===== src/rtl/add_arb_pkg.sv =====
// add_arb_pkg: shared types and constants for the add_arb block.
// Holds the 65-bit operand bundle layout, the output-buffer state enum
// and the byte-sum helper used by the top level.
package add_arb_pkg;

   // Width of one requester's operand bundle on req_data.
   localparam int DATA_W = 65;

   // Default width of the registered result.
   localparam int SUM_W_DEF = 10;

   // Widest possible untruncated sum: 8 * 255 + 1 = 2041 needs 11 bits.
   localparam int SUM_FULL_W = 11;

   // Four bytes, x at the LSB end.
   typedef struct packed {
      logic [7:0] w;
      logic [7:0] z;
      logic [7:0] y;
      logic [7:0] x;
   } vec4_t;

   // Operand bundle: s1 in [31:0], cin in [32], s2 in [64:33].
   typedef struct packed {
      vec4_t s2;
      logic  cin;
      vec4_t s1;
   } bundle_t;

   // One-entry output buffer occupancy.
   typedef enum logic {
      ST_EMPTY = 1'b0,
      ST_FULL  = 1'b1
   } state_t;

   // Full-precision sum of all eight bytes plus the carry-in.
   function automatic logic [SUM_FULL_W-1:0] bundle_sum(input bundle_t b);
      return SUM_FULL_W'(b.s1.x) + SUM_FULL_W'(b.s1.y) +
             SUM_FULL_W'(b.s1.z) + SUM_FULL_W'(b.s1.w) +
             SUM_FULL_W'(b.s2.x) + SUM_FULL_W'(b.s2.y) +
             SUM_FULL_W'(b.s2.z) + SUM_FULL_W'(b.s2.w) +
             SUM_FULL_W'(b.cin);
   endfunction

endpackage


===== src/rtl/add_arb_rr_arbiter.sv =====
// rr_arbiter: purely combinational round-robin selector.
// Searches req starting at ptr and wrapping modulo N; the first set bit wins.
module rr_arbiter #(
   parameter int N  = 4,
   parameter int IW = (N > 1) ? $clog2(N) : 1
) (
   input  logic [N-1:0]  req,
   input  logic [IW-1:0] ptr,
   output logic [N-1:0]  grant,
   output logic [IW-1:0] winner,
   output logic          any
);

   // One extra bit so ptr + offset never overflows before the wrap.
   logic [IW:0] idx;

   // Walk the requesters in priority order from ptr and keep the first hit.
   always_comb begin
      grant  = '0;
      winner = '0;
      any    = 1'b0;
      idx    = '0;
      for (int i = 0; i < N; i++) begin
         idx = {1'b0, ptr} + (IW+1)'(i);
         if (idx >= (IW+1)'(N)) begin
            idx = idx - (IW+1)'(N);
         end
         if (!any && req[idx[IW-1:0]]) begin
            any                = 1'b1;
            grant[idx[IW-1:0]] = 1'b1;
            winner             = idx[IW-1:0];
         end
      end
   end

endmodule


===== src/rtl/add_arb.sv =====
// add_arb: round-robin arbiter in front of a one-entry result buffer.
// The granted requester's eight bytes plus carry-in are summed, truncated to
// SUM_W bits and registered together with the requester index.
// Handshake: a transfer happens on a requester when valid & ready are both
// high at a rising edge; ready never depends on data, and a result is
// consumed when rsp_valid & rsp_ready are high at a rising edge.
// Optional feature: define ADD_ARB_STATS_EN to add the 16-bit saturating
// stat_grants counter of accepted transfers.
module add_arb
   import add_arb_pkg::*;
#(
   parameter int NREQ  = 4,
   parameter int SUM_W = SUM_W_DEF,
   parameter int IW    = $clog2(NREQ)
) (
   input  logic               clk,
   input  logic               rst_n,
   input  logic [NREQ-1:0]    req_valid,
   input  logic [NREQ*65-1:0] req_data,
   output logic [NREQ-1:0]    req_ready,
   output logic               rsp_valid,
   input  logic               rsp_ready,
   output logic [IW-1:0]      rsp_id,
   output logic [SUM_W-1:0]   rsp_sum,
   output logic               rsp_zero
`ifdef ADD_ARB_STATS_EN
   ,
   output logic [15:0]        stat_grants
`endif
);

   state_t          state;
   state_t          next_state;
   logic [IW-1:0]   ptr;
   logic [NREQ-1:0] grant;
   logic [IW-1:0]   winner;
   logic            any;
   logic            can_accept;
   logic            accept;
   bundle_t         sel;
   logic [SUM_FULL_W-1:0]       sum_full;
   logic [SUM_W+SUM_FULL_W-1:0] sum_ext;
   logic [SUM_W-1:0]            sum_trunc;

   rr_arbiter #(
      .N  (NREQ),
      .IW (IW)
   ) u_rr (
      .req    (req_valid),
      .ptr    (ptr),
      .grant  (grant),
      .winner (winner),
      .any    (any)
   );

   assign rsp_valid = (state == ST_FULL);

   // The buffer can take a new entry when empty or when it drains this cycle.
   // rst_n gates the grant so nothing is offered while reset is held.
   assign can_accept = (state == ST_EMPTY) | (rsp_valid & rsp_ready);
   assign req_ready  = grant & {NREQ{can_accept & rst_n}};
   assign accept     = any & can_accept & rst_n;

   // Pick the winner's bundle and form the truncated sum.
   always_comb begin
      sel       = bundle_t'(req_data[int'(winner)*DATA_W +: DATA_W]);
      sum_full  = bundle_sum(sel);
      sum_ext   = {{SUM_W{1'b0}}, sum_full};
      sum_trunc = sum_ext[SUM_W-1:0];
   end

   // Output buffer state register.
   always_ff @(posedge clk or negedge rst_n) begin
      if (!rst_n) begin
         state <= ST_EMPTY;
      end else begin
         state <= next_state;
      end
   end

   // Buffer next state: fill on accept, empty on a drain with no refill.
   always_comb begin
      next_state = state;
      case (state)
         ST_EMPTY: if (accept) next_state = ST_FULL;
         ST_FULL:  if (rsp_ready && !accept) next_state = ST_EMPTY;
         default:  next_state = ST_EMPTY;
      endcase
   end

   // Result payload and round-robin pointer, both loaded only on accept.
   always_ff @(posedge clk or negedge rst_n) begin
      if (!rst_n) begin
         rsp_id   <= '0;
         rsp_sum  <= '0;
         rsp_zero <= 1'b0;
         ptr      <= '0;
      end else if (accept) begin
         rsp_id   <= winner;
         rsp_sum  <= sum_trunc;
         rsp_zero <= (sum_trunc == '0);
         ptr      <= (winner == IW'(NREQ-1)) ? '0 : winner + 1'b1;
      end
   end

`ifdef ADD_ARB_STATS_EN
   // Saturating count of accepted transfers.
   always_ff @(posedge clk or negedge rst_n) begin
      if (!rst_n) begin
         stat_grants <= '0;
      end else if (accept && (stat_grants != 16'hFFFF)) begin
         stat_grants <= stat_grants + 16'd1;
      end
   end
`endif

endmodule


===== config.mk =====
export PLATFORM = sky130hd
export DESIGN_NAME = add_arb
export DESIGN_NICKNAME = d
export VERILOG_FILES = /design/src/rtl/add_arb_pkg.sv /design/src/rtl/add_arb_rr_arbiter.sv /design/src/rtl/add_arb.sv
export SDC_FILE = /design/constraint.sdc
export NUM_CORES = 1
export LEC_CHECK = 0
export ABC_AREA = 1
export CORE_UTILIZATION = 47
export DETAILED_ROUTE_END_ITERATION = 7
export HOLD_SLACK_MARGIN = 0.06
export PLACE_DENSITY = 0.9
export SYNTH_ARGS = -nofsm -noshare
export SYNTH_HDL_FRONTEND = slang
export SYNTH_SLANG_ARGS = --single-unit

===== constraint.sdc =====
create_clock -name clk -period 12.52 [get_ports clk]
set_input_delay 1.878 -clock clk [delete_from_list [all_inputs] [get_ports clk]]
set_output_delay 1.878 -clock clk [all_outputs]
set_load 0.005 [all_outputs]

# [After elaboration in Yosys (flattened, before gate mapping)]
# Index checks and enable logic that the tools add are counted.
[classes] n_addsub=16 multipliers=1 n_lt_le_gt_ge=12 eq_ne=1 shift=1 muxes=36 n_bitwise=10 reduce_logical=13
[op_table] operator="260-bit by 10-bit variable part select with 65-bit output" count=1
[op_table] operator="10-bit by 8-bit adder with 10-bit output" count=5
[op_table] operator="2-bit two-way mux" count=9
[op_table] operator="4-bit two-way mux" count=4
[op_table] operator="1-bit two-way mux" count=14
[op_table] operator="2-bit by 3-bit < comparator with 1-bit output, second input constant" count=4
[op_table] operator="4-bit bitwise OR" count=3
[op_table] operator="10-bit by 1-bit adder with 10-bit output" count=1
[op_table] operator="9-bit by 8-bit adder with 10-bit output" count=1
[op_table] operator="10-bit logical NOT" count=1
[op_table] operator="8-bit by 8-bit adder with 9-bit output" count=1
[op_table] operator="3-bit >= comparator, second input constant" count=3
[op_table] operator="2-bit by 7-bit multiplier with 9-bit output, second input constant" count=1
[op_table] operator="1-bit binary-select mux with 2-bit select" count=4
[op_table] operator="1-bit demux with 2-bit select" count=4
[op_table] operator="2-bit by 1-bit >= comparator with 1-bit output, second input constant" count=4
[op_table] operator="1-bit logical AND" count=8
[op_table] operator="2-bit by 1-bit subtractor with 2-bit output, second input constant" count=4
[op_table] operator="2-bit by 2-bit adder with 3-bit output, second input constant" count=2
[op_table] operator="1-bit AND" count=4
[op_table] operator="4-bit AND" count=1
[op_table] operator="1-bit logical NOT" count=4
[op_table] operator="2-bit by 1-bit adder with 3-bit output, second input constant" count=1
[op_table] operator="2-bit by 3-bit >= comparator with 1-bit output, second input constant" count=1
[op_table] operator="5 further kinds" count=5
[totals] register_bits=16 in_bits=267 output_inout_bits=18

# [Depth between registers and ports, before layout]
[logic_depth] ltp_word=25 depth_mapped=31 mapped_depth_nobuf=28

# [By module]
# Synthesis repeated with hierarchy kept, for this count alone.
[hier_totals] cells_unflattened=687 area_unflattened_um2=4586.9
[modules_own_cells] module="add_arb" n_inst=1 cells_each=613 area_per_inst_um2=4146.5 seq_area_each_um2=400.4
[modules_own_cells] module="rr_arbiter" n_inst=1 cells_each=74 area_per_inst_um2=440.4 seq_area_each_um2=0.0

# [Worst setup path after synthesis]
# Ideal clock, no wire load.
[synth_timing] kind="input to register" start="input req_valid[3]" end="register rsp_zero" setup_ps=83 t_arrival_ps=6481 setup_slack_ps=5956 stages=28 n_path_buf=2 cell_sequence="inv_1 -> nand2_1 -> nand3_2 -> nand2_4 -> nor2_8 -> nand4_1 -> inv_1 -> nor2_4 -> buf_8 -> buf_12 -> nand3_2 -> nand2_1 -> fa_1 -> inv_1 -> fa_1 -> fa_1 -> inv_1 -> fa_1 -> inv_1 -> ha_1 -> fa_1 -> inv_1 -> nand3_1 -> nor3_1 -> nand2_1 -> nor2_1 -> nand3_1 -> o21ai_0"
[synth_via] elab_chain_cells=23 elab_cells_between_ends=35
[synth_lines] element="start, declared" line="add_arb.sv:18" rtl="input logic [NREQ-1:0] req_valid,"
[synth_lines] element="1-bit binary-select mux with 2-bit select" line="add_arb_rr_arbiter.sv:28" rtl="if (!any && req[idx[IW-1:0]]) begin"
[synth_lines] element="1-bit two-way mux (implied by the code)" line="add_arb_rr_arbiter.sv:28"
[synth_lines] element="1-bit two-way mux" line="add_arb_rr_arbiter.sv:28"
[synth_lines] element="1-bit logical NOT" line="add_arb_rr_arbiter.sv:28"
[synth_lines] element="1-bit logical AND" line="add_arb_rr_arbiter.sv:28"
[synth_lines] element="1-bit two-way mux" line="add_arb_rr_arbiter.sv:28"
[synth_lines] element="1-bit logical NOT" line="add_arb_rr_arbiter.sv:28"
[synth_lines] element="1-bit logical AND" line="add_arb_rr_arbiter.sv:28"
[synth_lines] element="[... 6 more ...]"
[synth_lines] element="8-bit by 8-bit adder with 9-bit output" line="add_arb_pkg.sv:38" rtl="return SUM_FULL_W'(b.s1.x) + SUM_FULL_W'(b.s1.y) +"
[synth_lines] element="9-bit by 8-bit adder with 10-bit output" line="add_arb_pkg.sv:38"
[synth_lines] element="10-bit by 8-bit adder with 10-bit output (2 in series)" line="add_arb_pkg.sv:39" rtl="SUM_FULL_W'(b.s1.z) + SUM_FULL_W'(b.s1.w) +"
[synth_lines] element="10-bit by 8-bit adder with 10-bit output (2 in series)" line="add_arb_pkg.sv:40" rtl="SUM_FULL_W'(b.s2.x) + SUM_FULL_W'(b.s2.y) +"
[synth_lines] element="10-bit by 8-bit adder with 10-bit output" line="add_arb_pkg.sv:41" rtl="SUM_FULL_W'(b.s2.z) + SUM_FULL_W'(b.s2.w) +"
[synth_lines] element="10-bit by 1-bit adder with 10-bit output *" line="add_arb_pkg.sv:41"
[synth_lines] element="named net sum_full[3]" line="add_arb.sv:41" rtl="logic [SUM_FULL_W-1:0] sum_full;"
[synth_lines] element="10-bit logical NOT *" line="add_arb.sv:101" rtl="rsp_zero <= (sum_trunc == '0);"
[synth_lines] element="end signal, assigned" line="add_arb.sv:101"
[synth_lines] element="end, declared" line="add_arb.sv:25" rtl="output logic rsp_zero"
# Mark *: on every way through the listed nets, which the timed path passes. The rest lies on a longest branch. The select of a mux whose other input is x is not followed.
# A chain may end at the register's enable or synchronous reset.

# [Worst setup path in the final report]
# Same ends and word-level chain as after synthesis.

==> flow_metrics.env <==
export IMPL_status="finished, final reports clean"
export IMPL_syn_area_mm2=0.00604
export IMPL_tns_ns=0
export IMPL_routed_via_density=5.41
export IMPL_antennaDiodeCount=0
export IMPL_clk_pin_slew_ns=0.05
export IMPL_hold_buffers=0
export IMPL_die_h_um=115
export IMPL_numPortBuffers=284
export IMPL_crit_arrival_ns=8.90
export IMPL_drv_slew=0
export IMPL_crit_fanout=79
export IMPL_postRouteAntennaNets=0
export IMPL_ys_top_cells_by_area="fa_1, nand2_1, nand4_1"
export IMPL_floorplan_die_area_mm2=0.0133
export IMPL_first_pass_iters=6
export IMPL_max_cap_violations=0
export IMPL_h_tree_depth=1
export IMPL_io_pins=285
export IMPL_regArea_um2=400
export IMPL_clock_sinks=16
export IMPL_grt_pass1_wl_um=32700
export IMPL_clk_latency_ns=0.24
export IMPL_place_congestion=1.00
export IMPL_die_x_um=115
export IMPL_antenna_found_initial=0
export IMPL_multi_input_area_mm2=0.00439
export IMPL_synth_ff_type="dfrtp_1"
export IMPL_timing_fmax_mhz=114
export IMPL_finClkSkew_ns=0.00112
export IMPL_maxSlewHeadroom_pct=30.3
export IMPL_grt_pass1_vias=6798
export IMPL_finalHoldViolCount=0
export IMPL_layout_nets=1519
export IMPL_totalWireLength_um=21100
export IMPL_fin_crit_ns=8.74
export IMPL_ys_ff_latch=16
export IMPL_synth_edf_count=0
export IMPL_rsz0062_at_grt="no"
export IMPL_crit_type="in2reg"
export IMPL_layout_commonest_cell="clkdlybuf4s50_1"
export IMPL_wl_per_cell_um=15.5
export IMPL_fillerInstances=1065
export IMPL_vias=7341
export IMPL_yosysTopAreaCell="fa_1"
export IMPL_cts_inserted_buffers=3
export IMPL_finalSetupViolCount=0
export IMPL_crit_required_ns=12.68
export IMPL_mostFrequentLayoutCells="clkdlybuf4s50_1, nand2_1, inv_1"
export IMPL_grt_ovfl_total=0
export IMPL_cts_root_buf="clkbuf_16"
export IMPL_synth_async_sr_flop_share_pct=100
export IMPL_post_route_period_util_pct=69.8
export IMPL_cts_tree="built"
export IMPL_cts_path_max_buffers=2
export IMPL_core_mm2=0.0126
export IMPL_yosysWarnings=0
export IMPL_initial_core_util_pct=48.1
export IMPL_yosysTopAreaCellShare_pct=15.9
export IMPL_avgSynthCellArea_um2=6.25
export IMPL_worstSetupEndpointType="flip-flop"
export IMPL_track_usage_pct=31.2
export IMPL_dp_hpwl_um=16700
export IMPL_area_growth_pct=45.5
export IMPL_post_cts_setup_buffers=0
export IMPL_worst_pin_slew_ns=1.04
export IMPL_hp_class="reg2reg"
export IMPL_ys_seq_area_share_pct=6.63
export IMPL_grt_max_degree=104
export IMPL_final_layout_size_suffix_gt1_share_pct=6.83
export IMPL_drtIter0Drc=803
export IMPL_rows=41
export IMPL_syn_nets=1297
export IMPL_startpoint_type="input pin"
export IMPL_drc=0
export IMPL_ys_types=35
export IMPL_synthCells=966
export IMPL_cts_resized=0
state kept, by name, summed over array words and instances, names as in the netlist:
signal / cells
rsp_sum: 10
ptr: 2
rsp_id: 2
rsp_valid: 1
rsp_zero: 1
kinds of logic after synthesis:
| family | share of synthesized area [%] |
|---|---|
| DFF | 6.63 |
| adders and majority gates | 19.2 |
| xor gates and xnor gates | 1.01 |
| and+or+nand+nor | 49.3 |
| AOI/OAI and AO/OA | 2.84 |
| buffers and inverters | 21.0 |
stage by stage:
stage	util [%]	hold WS, ns	area, um2	worst slack [ns]	cells
3_3_place_gp	69.4	0.465	8720	3.80	1355
2_1_floorplan	-	0.472	6040	5.96	966
3_5_place_dp	69.4	0.473	8720	3.63	1355
6_report	70.0	0.487	8790	3.78	1358
4_1_cts	70.0	0.484	8790	3.86	1358
5_1_grt	70.0	0.494	8790	3.18	1358
synth_stat cells (all sizes together), types with 3 or more instances:
cell,instances
nand3,153
a22oi,3
buf,50
xnor2,4
o21ai,14
dfrtp,16
ha,16
nand2,260
xor2,3
clkbuf,23
nor2,9
nand4,135
inv,218
a21oi,6
fa,48
area by class of cell:
type / instances / area share, %
Clock buffer: 3 / 0.854
Multi-Input combinational cell: 659 / 49.9
Inverter: 218 / 9.36
Sequential cell: 16 / 4.55
Tap cell: 172 / 2.45
Timing Repair Buffer: 290 / 32.8
metal layers:
metal / part of all wire [%] / vias up / GRT usage, %
li1: - / 3525 / -
met1: 38 / 3348 / 37.6
met2: 50 / 399 / 56.3
met3: 7.8 / 69 / 4.16
met4: 4.3 / 0 / 11.7
met5: 0 / - / 0
worst max-delay path, cell delays in order:
cell	delay, ns
clkdlybuf4s50_1	0.46
inv_1	0.08
nand2_1	0.07
nand3_1	0.14
nand2_1	0.13
a21oi_1	0.25
nand2_4	0.48
nand3_4	0.69
buf_4	0.69
nand2_1	0.13
nand3_2	0.09
nand2_1	0.08
fa_1	0.52
fa_1	0.52
fa_1	0.55
inv_1	0.05
fa_1	0.52
inv_1	0.04
ha_1	0.22
fa_1	0.43
inv_1	0.08
nand3_1	0.08
nor3_1	0.19
nand2_1	0.08
nor2_1	0.10
nand3_1	0.08
o21ai_0	0.16
path summary, 6_finish.rpt:
check,start,to,slack [ns],cells after the start
worst max-delay path,req_valid[3],rsp_zero$_DFFE_PN0P_,3.78,27
worst min-delay path,rsp_sum[4]$_DFFE_PN0P_,rsp_sum[4]$_DFFE_PN0P_,0.49,2
worst max register to register,ptr[0]$_DFFE_PN0P_,rsp_zero$_DFFE_PN0P_,4.74,27
worst min register to register,rsp_sum[4]$_DFFE_PN0P_,rsp_sum[4]$_DFFE_PN0P_,0.49,2
max in group asynchronous,rst_n,rsp_sum[4]$_DFFE_PN0P_,9.99,1
min in group asynchronous,rst_n,rsp_sum[2]$_DFFE_PN0P_,2.07,1
Power is not shown: default switching activity piles up to over one toggle a cycle in this logic, so the estimate is an artifact.
